<file path="src/rtl/qr_result_serializer.sv">
// Buffers per-group QR results (y_hat, R, last flag) and streams each one out
// as twelve 40-bit beats over a valid/ready interface, flagging dropped frames.
module qr_result_serializer #(
    parameter int unsigned DEPTH  = 2,
    parameter int unsigned BEAT_W = 40
) (
    input  logic              i_clk,
    input  logic              i_rst_n,
    input  logic              i_rd_vld,
    input  logic              i_last_data,
    input  logic [159:0]      i_y_hat,
    input  logic [319:0]      i_r,
    output logic              o_valid,
    input  logic              i_ready,
    output logic [BEAT_W-1:0] o_data,
    output logic [3:0]        o_beat_idx,
    output logic              o_sof,
    output logic              o_eof,
    output logic              o_last_frame,
    output logic              o_overflow,
    output logic [3:0]        o_frame_cnt
);

    localparam int unsigned    PW        = (DEPTH > 1) ? $clog2(DEPTH) : 1;
    localparam int unsigned    CW        = $clog2(DEPTH + 1);
    localparam int unsigned    EW        = 481;
    localparam logic [CW-1:0]  OCC_FULL  = CW'(DEPTH);
    localparam logic [PW-1:0]  PTR_MAX   = PW'(DEPTH - 1);
    localparam logic [3:0]     LAST_BEAT = 4'd11;
    localparam logic [3:0]     CNT_MAX   = 4'd9;

    typedef enum logic {
        ST_IDLE,
        ST_SEND
    } state_t;

    state_t          state_q, state_d;
    logic [EW-1:0]   mem_q [DEPTH];
    logic [PW-1:0]   wr_ptr_q, wr_ptr_d;
    logic [PW-1:0]   rd_ptr_q, rd_ptr_d;
    logic [CW-1:0]   occ_q, occ_d;
    logic [3:0]      beat_q, beat_d;
    logic [3:0]      frame_cnt_q, frame_cnt_d;
    logic            ovf_q, ovf_d;
    logic [EW-1:0]   head;
    logic            send;
    logic            hs;
    logic            pop;
    logic            push;

    // Entry layout {last, r, y_hat} puts beat n at bits [40n +: 40].
    always_ff @(posedge i_clk or negedge i_rst_n) begin
        if (!i_rst_n) begin
            for (int unsigned i = 0; i < DEPTH; i++) begin
                mem_q[i] <= '0;
            end
        end else if (push) begin
            mem_q[wr_ptr_q] <= {i_last_data, i_r, i_y_hat};
        end
    end

    always_ff @(posedge i_clk or negedge i_rst_n) begin
        if (!i_rst_n) begin
            state_q     <= ST_IDLE;
            wr_ptr_q    <= '0;
            rd_ptr_q    <= '0;
            occ_q       <= '0;
            beat_q      <= '0;
            frame_cnt_q <= '0;
            ovf_q       <= 1'b0;
        end else begin
            state_q     <= state_d;
            wr_ptr_q    <= wr_ptr_d;
            rd_ptr_q    <= rd_ptr_d;
            occ_q       <= occ_d;
            beat_q      <= beat_d;
            frame_cnt_q <= frame_cnt_d;
            ovf_q       <= ovf_d;
        end
    end

    always_comb begin
        head        = mem_q[rd_ptr_q];
        send        = (state_q == ST_SEND);
        hs          = send && i_ready;
        pop         = hs && (beat_q == LAST_BEAT);
        // A full buffer still accepts a strobe that lands on the final-beat pop.
        push        = i_rd_vld && ((occ_q != OCC_FULL) || pop);

        state_d     = state_q;
        wr_ptr_d    = wr_ptr_q;
        rd_ptr_d    = rd_ptr_q;
        occ_d       = occ_q;
        beat_d      = beat_q;
        frame_cnt_d = frame_cnt_q;
        ovf_d       = ovf_q;

        if (i_rd_vld && !push) begin
            ovf_d = 1'b1;
        end
        if (push) begin
            wr_ptr_d = (wr_ptr_q == PTR_MAX) ? '0 : wr_ptr_q + 1'b1;
        end
        if (push && !pop) begin
            occ_d = occ_q + 1'b1;
        end else if (pop && !push) begin
            occ_d = occ_q - 1'b1;
        end
        if (hs) begin
            beat_d = pop ? '0 : beat_q + 1'b1;
        end
        if (pop) begin
            rd_ptr_d    = (rd_ptr_q == PTR_MAX) ? '0 : rd_ptr_q + 1'b1;
            frame_cnt_d = (head[EW-1] || (frame_cnt_q == CNT_MAX)) ? '0 : frame_cnt_q + 1'b1;
        end

        // Entering SEND on the capture edge gives a one-cycle strobe-to-beat latency.
        case (state_q)
            ST_IDLE: if ((occ_q != '0) || push) state_d = ST_SEND;
            ST_SEND: if (pop && (occ_d == '0))  state_d = ST_IDLE;
            default: state_d = ST_IDLE;
        endcase
    end

    assign o_valid      = send;
    assign o_data       = send ? head[32'(beat_q) * BEAT_W +: BEAT_W] : '0;
    assign o_beat_idx   = send ? beat_q : '0;
    assign o_sof        = send && (beat_q == 4'd0);
    assign o_eof        = send && (beat_q == LAST_BEAT);
    assign o_last_frame = send && (beat_q == LAST_BEAT) && head[EW-1];
    assign o_overflow   = ovf_q;
    assign o_frame_cnt  = frame_cnt_q;

endmodule
</file>
<file path="config.mk">
export PLATFORM = sky130hd
export DESIGN_NAME = qr_result_serializer
export DESIGN_NICKNAME = d
export VERILOG_FILES = /design/src/rtl/qr_result_serializer.sv
export SDC_FILE = /design/constraint.sdc
export NUM_CORES = 1
export LEC_CHECK = 0
export BUFFER_PORTS_ARGS = -buffer_cell sky130_fd_sc_hd__buf_4
export CORE_ASPECT_RATIO = 1.25
export CORE_MARGIN = 10
export CORE_UTILIZATION = 35
export DETAILED_ROUTE_END_ITERATION = 7
export PLACE_DENSITY = 0.61
export SLEW_MARGIN = 30
export SYNTH_ARGS = -nofsm -noshare
export SYNTH_HDL_FRONTEND = slang
export SYNTH_SLANG_ARGS = --single-unit
</file>
<file path="constraint.sdc">
create_clock -name i_clk -period 1.95 [get_ports i_clk]
set_clock_uncertainty 0.1 [all_clocks]
set_input_delay 0 -clock i_clk [delete_from_list [all_inputs] [get_ports i_clk]]
set_output_delay 0 -clock i_clk [all_outputs]
set_load 0.02 [all_outputs]
</file>
==> flow_summary.yaml, run 1 <==
run_status:
  status: "complete, but fails checks"
  violations: "setup timing"
synthesis:
  synth_area_mm2: 0.0444
  synth_top_area_share_pct: 55.0
  synth_cells: 2903
  synth_nets: 3394
  synth_edf_count: 0
  syn_avg_cell_area_um2: 15.3
  synthArstFlopShare_pct: 100
  ys_seq_area_share_pct: 55.0
  ys_seq_elements: 976
  synth_cell_types: 46
  synth_warnings: 0
  yosys.area.top_type: "dfrtp_1"
  synth_flop_cell: "dfrtp_1"
  synth_area_leaders: "dfrtp_1 (55%), mux2_2 (20%), mux4_2 (6.0%)"
sta:
  period_needed_ns: 3.13
  setup_slack_ns: -1.18
  fin_setup_tns_ns: -560.49
  slew_violations: 0
  worst_slew_pin_slew_ns: 0.607
  holdWs_ns: 0.0345
  slew-limit-headroom_pct: 59.4
  rsz0062_at_grt: "yes"
  final_hold_viol_count: 0
  setup_viol: 1015
  final.period_utilization_pct: 161
  timing.fmax_mhz: 319
clock_network:
  path_clk_slew_ns: 0.06
  cts_tree: "yes"
  clkLatencyLatePin_ns: 0.75
  cts-root-buf: "clkbuf_16"
  cts_max_path_buffers: 3
  cts_buffers: 103
  htree_levels: 3
  clock-sinks: 976
detailed_routing:
  first_pass_iters: 5
  vias_per_cell: 5.17
  drt_wl_total_um: 179000
  vias: 34281
  drc: 0
  drt_iter0_markers: 2288
  wl_per_cell_um: 27.1
  ant_nets: 0
finish:
  fin_nets: 5307
  syn_to_final_growth_pct: 62.9
  multi_input_area_mm2: 0.0211
  final_common_cell: "dfrtp_1"
  mostFrequentLayoutCells: "dfrtp_1 (971), dlygate4sd3_1 (936), buf_4 (764), mux2_4 (503), mux2_2 (444)"
  final-seq-area_mm2: 0.0244
  final_area_mm2: 0.0724
  num-fill-cells: 9668
  drive_gt1_share_pct: 49.3
critical_path:
  critPathKind: "register to output pin"
  cpPeakStageDelay_ns: 0.54
  end_kind: "output pin"
  required_ns: 1.85
  worstRegToRegCells: 12
  crit_arrival_ns: 3.03
  cp_top_family: "compound AO/OA/AOI/OAI gates"
  crit_chain: "buf_12 -> buf_8 -> mux2i_1 -> a221oi_2 -> nor2_4 -> o211ai_1 -> buf_4"
  critPathLaunchType: "register"
  cp_max_fo: 13
  crit_slowest_cell: "dfrtp_4"
  cp.depth: 7
  crit_buf_inv: 3
global_route:
  antenna_found_initial: 59
  grt_max_degree: 95
  gr-total-overflow: 0
  gr-usage-all-layers_pct: 23.3
  grt_pass1_wl_um: 248000
  grt_pass1_vias: 36904
flow_run:
  maxCapViolCount: 0
floorplan:
  rows: 146
  coreArea_mm2: 0.126
  dieArea_mm2: 0.142
  num_io_pins: 538
  die_x_um: 339
  die_h_um: 418
  start_util_pct: 35.2
power:
  total_leakage_power_nw: 32.3
  finalPower_mw: 123
  vdd_drop_max_mv: 0.904
  powerDensity_mw_per_mm2: 1700
worst_hold_path:
  hold_path_class: "primary input to register"
  whs_path_depth: 3
place:
  gp_congestion: 0.805
  post-dp-hpwl_um: 115000
  place_area_mm2: 0.0531
  numPortBuffers: 537
==> metrics by stage <==
step / cells / worst slack, ns / utilization, %
6_report: 6628 / -1.18 / 57.3
5_1_grt: 6625 / -1.26 / 57.3
4_1_cts: 6484 / -1.26 / 54.3
3_5_place_dp: 5276 / -0.715 / 42.0
3_3_place_gp: 5276 / -0.720 / 42.0
2_1_floorplan: 2903 / -0.0300 / -
==> tightest hold or removal path: cells and delay by family <==
family   cells  cell delay, ns
mux          1            0.13
buf+inv      2            0.69
==> report_power, final <==
part | leakage (nW) | internal [mW] | switching [mW]
combinational | 19.1 | 37.3 | 28.7
sequential | 11.5 | 30.8 | 5.97
clock | 1.69 | 12.0 | 8.60
total | 32.3 | 80.1 | 43.3
==> final cells by class <==
type	instances	area share (%)
Antenna cell	38	0.131
Timing Repair Buffer	2019	29.2
Tap cell	1702	2.94
Clock buffer	143	3.99
Sequential cell	976	33.7
Multi-Input combinational cell	1711	29.1
Clock inverter	34	0.785
Inverter	5	0.0363
==> sequential cells by signal, indices dropped and copies added (netlist names) <==
signal       count
beat_q           4
mem_q          962
o_frame_cnt      4
o_overflow       1
o_valid          1
occ_q            2
rd_ptr_q         1
wr_ptr_q         1
==> Yosys cell counts (7+ instances only) <==
master / count
buf_6: 19
a22oi_1: 70
clkbuf_1: 48
dfrtp_1: 976
nand3_1: 59
mux2_2: 805
o211ai_1: 38
mux4_2: 118
mux2_1: 116
nor2_1: 20
a221oi_1: 15
mux2i_1: 233
buf_4: 54
o21ai_0: 7
a21oi_1: 47
buf_2: 78
buf_1: 11
nand2_1: 34
a32oi_1: 18
mux2_4: 65
o221ai_1: 22
==> metal layers <==
layer  vias up  part of all wire, %  global-route usage, %
met5         -                0.094                      0
met4        32                  3.6                   8.21
met3       330                  5.3                   4.65
met2      1078                   49                   39.2
met1     18081                   42                   29.7
li1      14760                    -                      -
==> timing repair <==
action                                   CTS  global route
endpoints found under the hold margin   1952             0
pin swaps                                 42            56
endpoints found under the setup margin  1009          1017
hold buffers                             937             0
setup buffers                             59            80
resized for setup                        244           594
gates cloned                              35            46
==> logic make-up after synthesis <==
kind of cell               after synthesis  synth area share, %
muxes                                 1337                 36.8
and+or+nand+nor                        137                 1.50
xor gates and xnor gates                 4               0.0788
DFF                                    976                 55.0
AOI/OAI and AO/OA                      227                 3.69
buffers and inverters                  216                 2.85
adders and majority gates                6                0.169
==> path summary, 6_finish.rpt <==
| path | endpoint | startpoint | slack [ns] |
|---|---|---|---|
| max in group asynchronous | mem_q[41]$_DFFE_PN0P_ | i_rst_n | 0.47 |
| setup reg to reg | mem_q[193]$_DFFE_PN0P_ | beat_q[1]$_DFFE_PN0P_ | -0.64 |
| hold / removal | mem_q[337]$_DFFE_PN0P_ | i_r[177] | 0.03 |
| min in group asynchronous | mem_q[292]$_DFFE_PN0P_ | i_rst_n | 0.33 |
| setup / recovery | o_data[24] | rd_ptr_q$_DFFE_PN0P_ | -1.18 |
| hold reg to reg | mem_q[439]$_DFFE_PN0P_ | mem_q[439]$_DFFE_PN0P_ | 0.39 |
No activity file was read; power rests on OpenSTA's default activity.
==> run 2: changes to the inputs <==
--- a/config.mk
+++ b/config.mk
@@ -7,7 +7,6 @@
 export LEC_CHECK = 0
 export BUFFER_PORTS_ARGS = -buffer_cell sky130_fd_sc_hd__buf_4
 export CORE_ASPECT_RATIO = 1.25
-export CORE_MARGIN = 10
 export CORE_UTILIZATION = 35
 export DETAILED_ROUTE_END_ITERATION = 7
 export PLACE_DENSITY = 0.61
==> constraint.sdc (replaced) <==
create_clock -name i_clk -period 2.7 [get_ports i_clk]
set_clock_uncertainty 0.1 [all_clocks]
set_input_delay 0 -clock i_clk [delete_from_list [all_inputs] [get_ports i_clk]]
set_output_delay 0 -clock i_clk [all_outputs]
set_load 0.02 [all_outputs]
==> run 2 against run 1 <==
Against the previous run:
- final area decreased by 6.7%
- count of clock-buffer cells in the layout rose by 2
- highest routed layer unchanged
- the run still ends with setup timing left
- first-iteration DRC count decreased by 27%
- setup slack better by 0.77 ns
- largest power group unchanged
==> flow_summary.yaml, run 2 (same netlist as run 1, synthesis figures left out) <==
run_status:
  status: "complete, but fails checks"
  violations: "setup timing"
finish:
  top_register: "mem_q"
  final_common_cell: "dfrtp_1"
  fin_nets: 5074
  final_area_mm2: 0.0676
  largest_reg_flops: 962
  finalNonFillerCells: 6393
  mostFrequentLayoutCells: "dfrtp_1 (973), dlygate4sd3_1 (947), mux2_2 (805), buf_4 (646), mux2i_1 (225)"
  drive_gt1_share_pct: 45.1
  syn_to_final_growth_pct: 52.1
place:
  gp_congestion: 0.812
  place_area_mm2: 0.0518
  dp_slack_ns: 0.0109
  numPortBuffers: 537
  dp.cells: 5119
  post-dp-hpwl_um: 104000
floorplan:
  start_util_pct: 35.4
  rows: 145
  num_io_pins: 538
  coreArea_mm2: 0.126
  die_x_um: 321
  die_h_um: 400
  dieArea_mm2: 0.128
sta:
  final_hold_viol_count: 0
  setup_slack_ns: -0.413
  final.period_utilization_pct: 115
  worst_slew_pin_slew_ns: 0.717
  slew_violations: 0
  timing.fmax_mhz: 321
  slew-limit-headroom_pct: 52.0
  holdWs_ns: 0.0120
  period_needed_ns: 3.11
  setup_viol: 40
  rsz0062_at_grt: "yes"
critical_path:
  worstRegToRegCells: 11
  crit_top_cell: "buf_12"
  cp_top_family: "buffers and inverters"
  cp_max_fo: 8
  cp.depth: 7
  cpPeakStageDelay_ns: 0.62
  critPathLaunchType: "register"
  crit_buf_inv: 4
  end_kind: "output pin"
  required_ns: 2.60
  crit_slowest_cell: "mux4_2"
  crit_chain: "buf_12 -> buf_12 -> buf_16 -> mux4_2 -> a32oi_1 -> o211ai_1 -> buf_4"
  crit_arrival_ns: 3.01
  critPathKind: "register to output pin"
detailed_routing:
  drt_wl_total_um: 157000
  vias: 32299
  vias_per_cell: 5.05
  drt_iter0_markers: 1675
  wl_per_cell_um: 24.6
  ant_nets: 0
  drc: 0
  first_pass_iters: 5
global_route:
  grt_pass1_vias: 35130
  gr-total-overflow: 0
  antenna_found_initial: 60
  grt_pass1_wl_um: 230000
  gr-usage-all-layers_pct: 24.2
  grt_max_degree: 106
clock_network:
  path_clk_slew_ns: 0.06
  cts_max_path_buffers: 3
  clkLatencyLatePin_ns: 0.74
  cts-root-buf: "clkbuf_16"
  cts_tree: "yes"
  cts_buffers: 104
  htree_levels: 3
  clock-sinks: 976
power:
  powerDensity_mw_per_mm2: 1200
  total_leakage_power_nw: 29.1
  vdd_drop_max_mv: 0.621
worst_hold_path:
  whs_path_depth: 3
  hold_path_class: "primary input to register"
flow_run:
  maxCapViolCount: 0
[run 2: cell types whose count changed in the layout (fill, tap and decap cells not counted), sizes merged, moves of 3 or more]
cell / delta
buf: -218
bufbuf: +4
clkbuf: -29
clkinv: +3
dlygate4sd3: +11
inv: +4
[run 2: layout make-up]
cell class	instances	area, um2
fillers	10296	58000
flip-flops and latches	976	24400
multi-input cells	1711	19500
repair buffers	1785	17900
clock buffers	145	3020
well taps	1690	2110
clock inverters	41	571
diodes	40	100
inverters	5	26.3
[run 2: worst register-to-register path, stage by stage, from the launching register on]
cell	delay [ns]
dfrtp_4	0.54
buf_6	0.17
ha_4	0.16
nand3b_4	0.09
o21ai_2	0.17
nand2_2	0.11
nor2_4	0.13
buf_12	0.16
buf_12	0.13
clkbuf_16	0.17
buf_16	0.16
mux2_2	0.35
[run 2: worst paths after layout]
kind / start / endpoint / slack [ns]
worst max-delay path: rd_ptr_q$_DFFE_PN0P_ / o_data[38] / -0.41
worst min-delay path: i_r[301] / mem_q[942]$_DFFE_PN0P_ / 0.01
worst max register to register: beat_q[0]$_DFFE_PN0P_ / mem_q[958]$_DFFE_PN0P_ / 0.11
worst min register to register: mem_q[822]$_DFFE_PN0P_ / mem_q[822]$_DFFE_PN0P_ / 0.38
max in group asynchronous: i_rst_n / mem_q[47]$_DFFE_PN0P_ / 1.32
min in group asynchronous: i_rst_n / mem_q[426]$_DFFE_PN0P_ / 0.57
[run 2: per-layer routing]
metal / vias up / routed length, um / share of wire, % / GRT usage (%)
met1: 16882 / 65000 / 41 / 30.8
met5: - / 162 / 0.10 / 0
met3: 239 / 9200 / 5.9 / 5.38
met2: 849 / 77800 / 50 / 40.2
met4: 28 / 4930 / 3.1 / 8.60
li1: 14301 / - / - / -
[run 2: power by group]
group / internal [mW] / total (mW) / switching, mW
clock: 8.93 / 15.2 / 6.24
sequential: 22.2 / 26.0 / 3.83
combinational: 21.3 / 39.8 / 18.6
[run 2: metrics by stage]
| step | TNS (ns) | utilization (%) | total power [mW] |
|---|---|---|---|
| after floorplan | 0 | - | 46.5 |
| after global placement | 0 | 41.3 | 59.3 |
| after detailed placement | 0 | 41.3 | 60.1 |
| after CTS | -14.21 | 53.1 | 80.1 |
| after global routing | -14.39 | 53.8 | 85.1 |
| final | -10.98 | 53.8 | 81.1 |
[run 2: what timing repair did]
item,in CTS,in global routing
resized for setup,176,71
setup endpoints to repair,40,440
pin swaps,63,45
hold buffers,948,0
hold endpoints to repair,1950,0
gates cloned,16,11
setup buffers,48,32
==> run 3: changes to the inputs <==
==> constraint.sdc (replaced) <==
create_clock -name i_clk -period 2.6 [get_ports i_clk]
set_clock_uncertainty 0.1 [all_clocks]
set_input_delay 0 -clock i_clk [delete_from_list [all_inputs] [get_ports i_clk]]
set_output_delay 0 -clock i_clk [all_outputs]
set_load 0.02 [all_outputs]
==> run 3 against run 2 <==
Against the previous run:
- setup slack worse by 0.12 ns
- combinational power up 4%
- critical endpoint is now o_data[23]
- die area unchanged
- the flow still finishes with violations (setup timing)
- via count grew 0.34%
==> flow_summary.yaml, run 3 (same netlist as run 1, synthesis figures left out) <==
power:
  finalPower_mw: 83.9
  powerDensity_mw_per_mm2: 1240
  p_sw_mw: 29.8
  vdd_drop_max_mv: 0.949
  p_seq_share_pct: 32.3
  switching_share_pct: 35.5
  combPwrFrac_pct: 49.2
  power_frac_clock_pct: 18.5
  total_leakage_power_nw: 29.1
  p_int_mw: 54.2
sta:
  rsz0062_at_grt: "yes"
  worst_slew_pin_slew_ns: 0.644
  setup_slack_ns: -0.536
  holdWs_ns: 0.0389
  final.period_utilization_pct: 121
  final_hold_viol_count: 0
  slew_violations: 0
  slew-limit-headroom_pct: 56.9
  timing.fmax_mhz: 319
  setup_viol: 40
  fin_setup_tns_ns: -16.17
  period_needed_ns: 3.14
critical_path:
  cp_max_fo: 8
  required_ns: 2.50
  crit_buf_inv: 4
  crit_top_cell: "buf_4"
  end_kind: "output pin"
  critPathLaunchType: "register"
  crit_arrival_ns: 3.04
  rrSetupSlack_ns: 0.06
  critPathKind: "register to output pin"
  cpPeakStageDelay_ns: 0.53
  crit_chain: "buf_16 -> buf_4 -> buf_12 -> mux4_2 -> a32oi_2 -> o211ai_1 -> buf_4"
  cp_top_family: "buffers and inverters"
  crit_slowest_cell: "dfrtp_4"
floorplan:
  start_util_pct: 35.4
  die_h_um: 400
  coreArea_mm2: 0.126
  num_io_pins: 538
  rows: 145
  dieArea_mm2: 0.128
  die_x_um: 321
clock_network:
  cts_max_path_buffers: 3
  path_clk_slew_ns: 0.06
  cts_buffers: 102
  cts_tree: "yes"
  cts-root-buf: "clkbuf_16"
  clock-sinks: 976
  clkLatencyLatePin_ns: 0.74
  htree_levels: 3
place:
  dp_slack_ns: -0.144
  numPortBuffers: 537
  gp_congestion: 0.813
  post-dp-hpwl_um: 105000
detailed_routing:
  drc: 0
  first_pass_iters: 5
  vias: 32409
  drt_wl_total_um: 159000
  vias_per_cell: 5.06
  ant_nets: 0
  wl_per_cell_um: 24.8
  drt_iter0_markers: 1765
global_route:
  antenna_found_initial: 67
  grt_pass1_vias: 35780
  grt_max_degree: 103
  grt_pass1_wl_um: 233000
  gr-usage-all-layers_pct: 24.6
  gr-total-overflow: 0
finish:
  final_common_cell: "dfrtp_1"
  fin_nets: 5079
  mostFrequentLayoutCells: "dfrtp_1 (972), dlygate4sd3_1 (945), mux2_2 (805), buf_4 (663), mux2i_1 (226)"
  top_register: "mem_q"
  drive_gt1_share_pct: 45.2
  postLayoutCoreUtil_pct: 53.7
  syn_to_final_growth_pct: 51.8
  largest_reg_flops: 962
  num-fill-cells: 10335
run_status:
  status: "complete, but fails checks"
  violations: "setup timing"
flow_run:
  maxCapViolCount: 0
worst_hold_path:
  hold_path_class: "primary input to register"
-- run 3: changes by cell type in the layout (fill, tap and decap cells not counted), sizes merged, moves of 2 or more --
| cell | delta |
|---|---|
| buf | +9 |
| bufbuf | +4 |
| clkbuf | -8 |
| clkinv | +6 |
| clkinvlp | +3 |
| diode | +6 |
| dlygate4sd3 | -2 |
| inv | -2 |
-- run 3: power by group through the flow --
| stage | Sequential (mW) | Combinational, mW | Clock (mW) |
|---|---|---|---|
| 3_5_place_dp | 27.2 | 35.3 | 0 |
| 3_3_place_gp | 26.9 | 34.9 | 0 |
| 2_1_floorplan | 25.8 | 22.6 | 0 |
| 4_1_cts | 27.0 | 40.2 | 15.8 |
| 5_1_grt | 28.0 | 43.5 | 16.4 |
| 6_report | 27.1 | 41.3 | 15.5 |
-- run 3: through the flow --
stage | cell area, um2 | cells
floorplan | 44400 | 2903
finish | 67400 | 6408
detailed placement | 51900 | 5123
global route | 67400 | 6401
global placement | 51900 | 5123
CTS | 66600 | 6317
-- run 3: what timing repair did --
item / in CTS / in global routing
buffers inserted: 48 / 39
pin swaps: 58 / 39
endpoints found under the setup margin: 41 / 325
endpoints found under the hold margin: 1952 / 0
resized for setup: 175 / 46
gates cloned: 13 / 7
hold buffers: 946 / 0
-- run 3: cell type report --
type	instances	area [um2]	share of cell area, %
tap	1690	2110	3.14
sequential	976	24400	36.2
timing repair buffer	1792	17800	26.4
clock buffer	141	2970	4.40
antenna	46	115	0.171
multi-input combinational	1711	19400	28.8
inverter	5	22.5	0.0334
clock inverter	47	561	0.831
-- run 3: worst min-delay path, stage by stage --
cell and delay (ns):
dlygate4sd3_1 0.56, buf_4 0.12, mux2_2 0.13
-- run 3: per-layer routing --
| metal | vias to the layer above | track usage (%) | wire length (um) |
|---|---|---|---|
| met5 | - | 0 | 220 |
| met4 | 34 | 12.7 | 7930 |
| met3 | 293 | 5.34 | 9200 |
| met2 | 840 | 40.2 | 76500 |
| met1 | 16944 | 30.6 | 65200 |
| li1 | 14298 | - | - |
-- run 3: path summary, 6_finish.rpt --
path / startpoint / cells after the start / to
setup / recovery: rd_ptr_q$_DFFE_PN0P_ / 7 / o_data[23]
hold / removal: i_r[160] / 3 / mem_q[320]$_DFFE_PN0P_
setup reg to reg: beat_q[0]$_DFFE_PN0P_ / 10 / mem_q[601]$_DFFE_PN0P_
hold reg to reg: o_overflow$_DFFE_PN0P_ / 1 / o_overflow$_DFFE_PN0P_
max in group asynchronous: i_rst_n / 3 / mem_q[816]$_DFFE_PN0P_
min in group asynchronous: i_rst_n / 3 / mem_q[882]$_DFFE_PN0P_
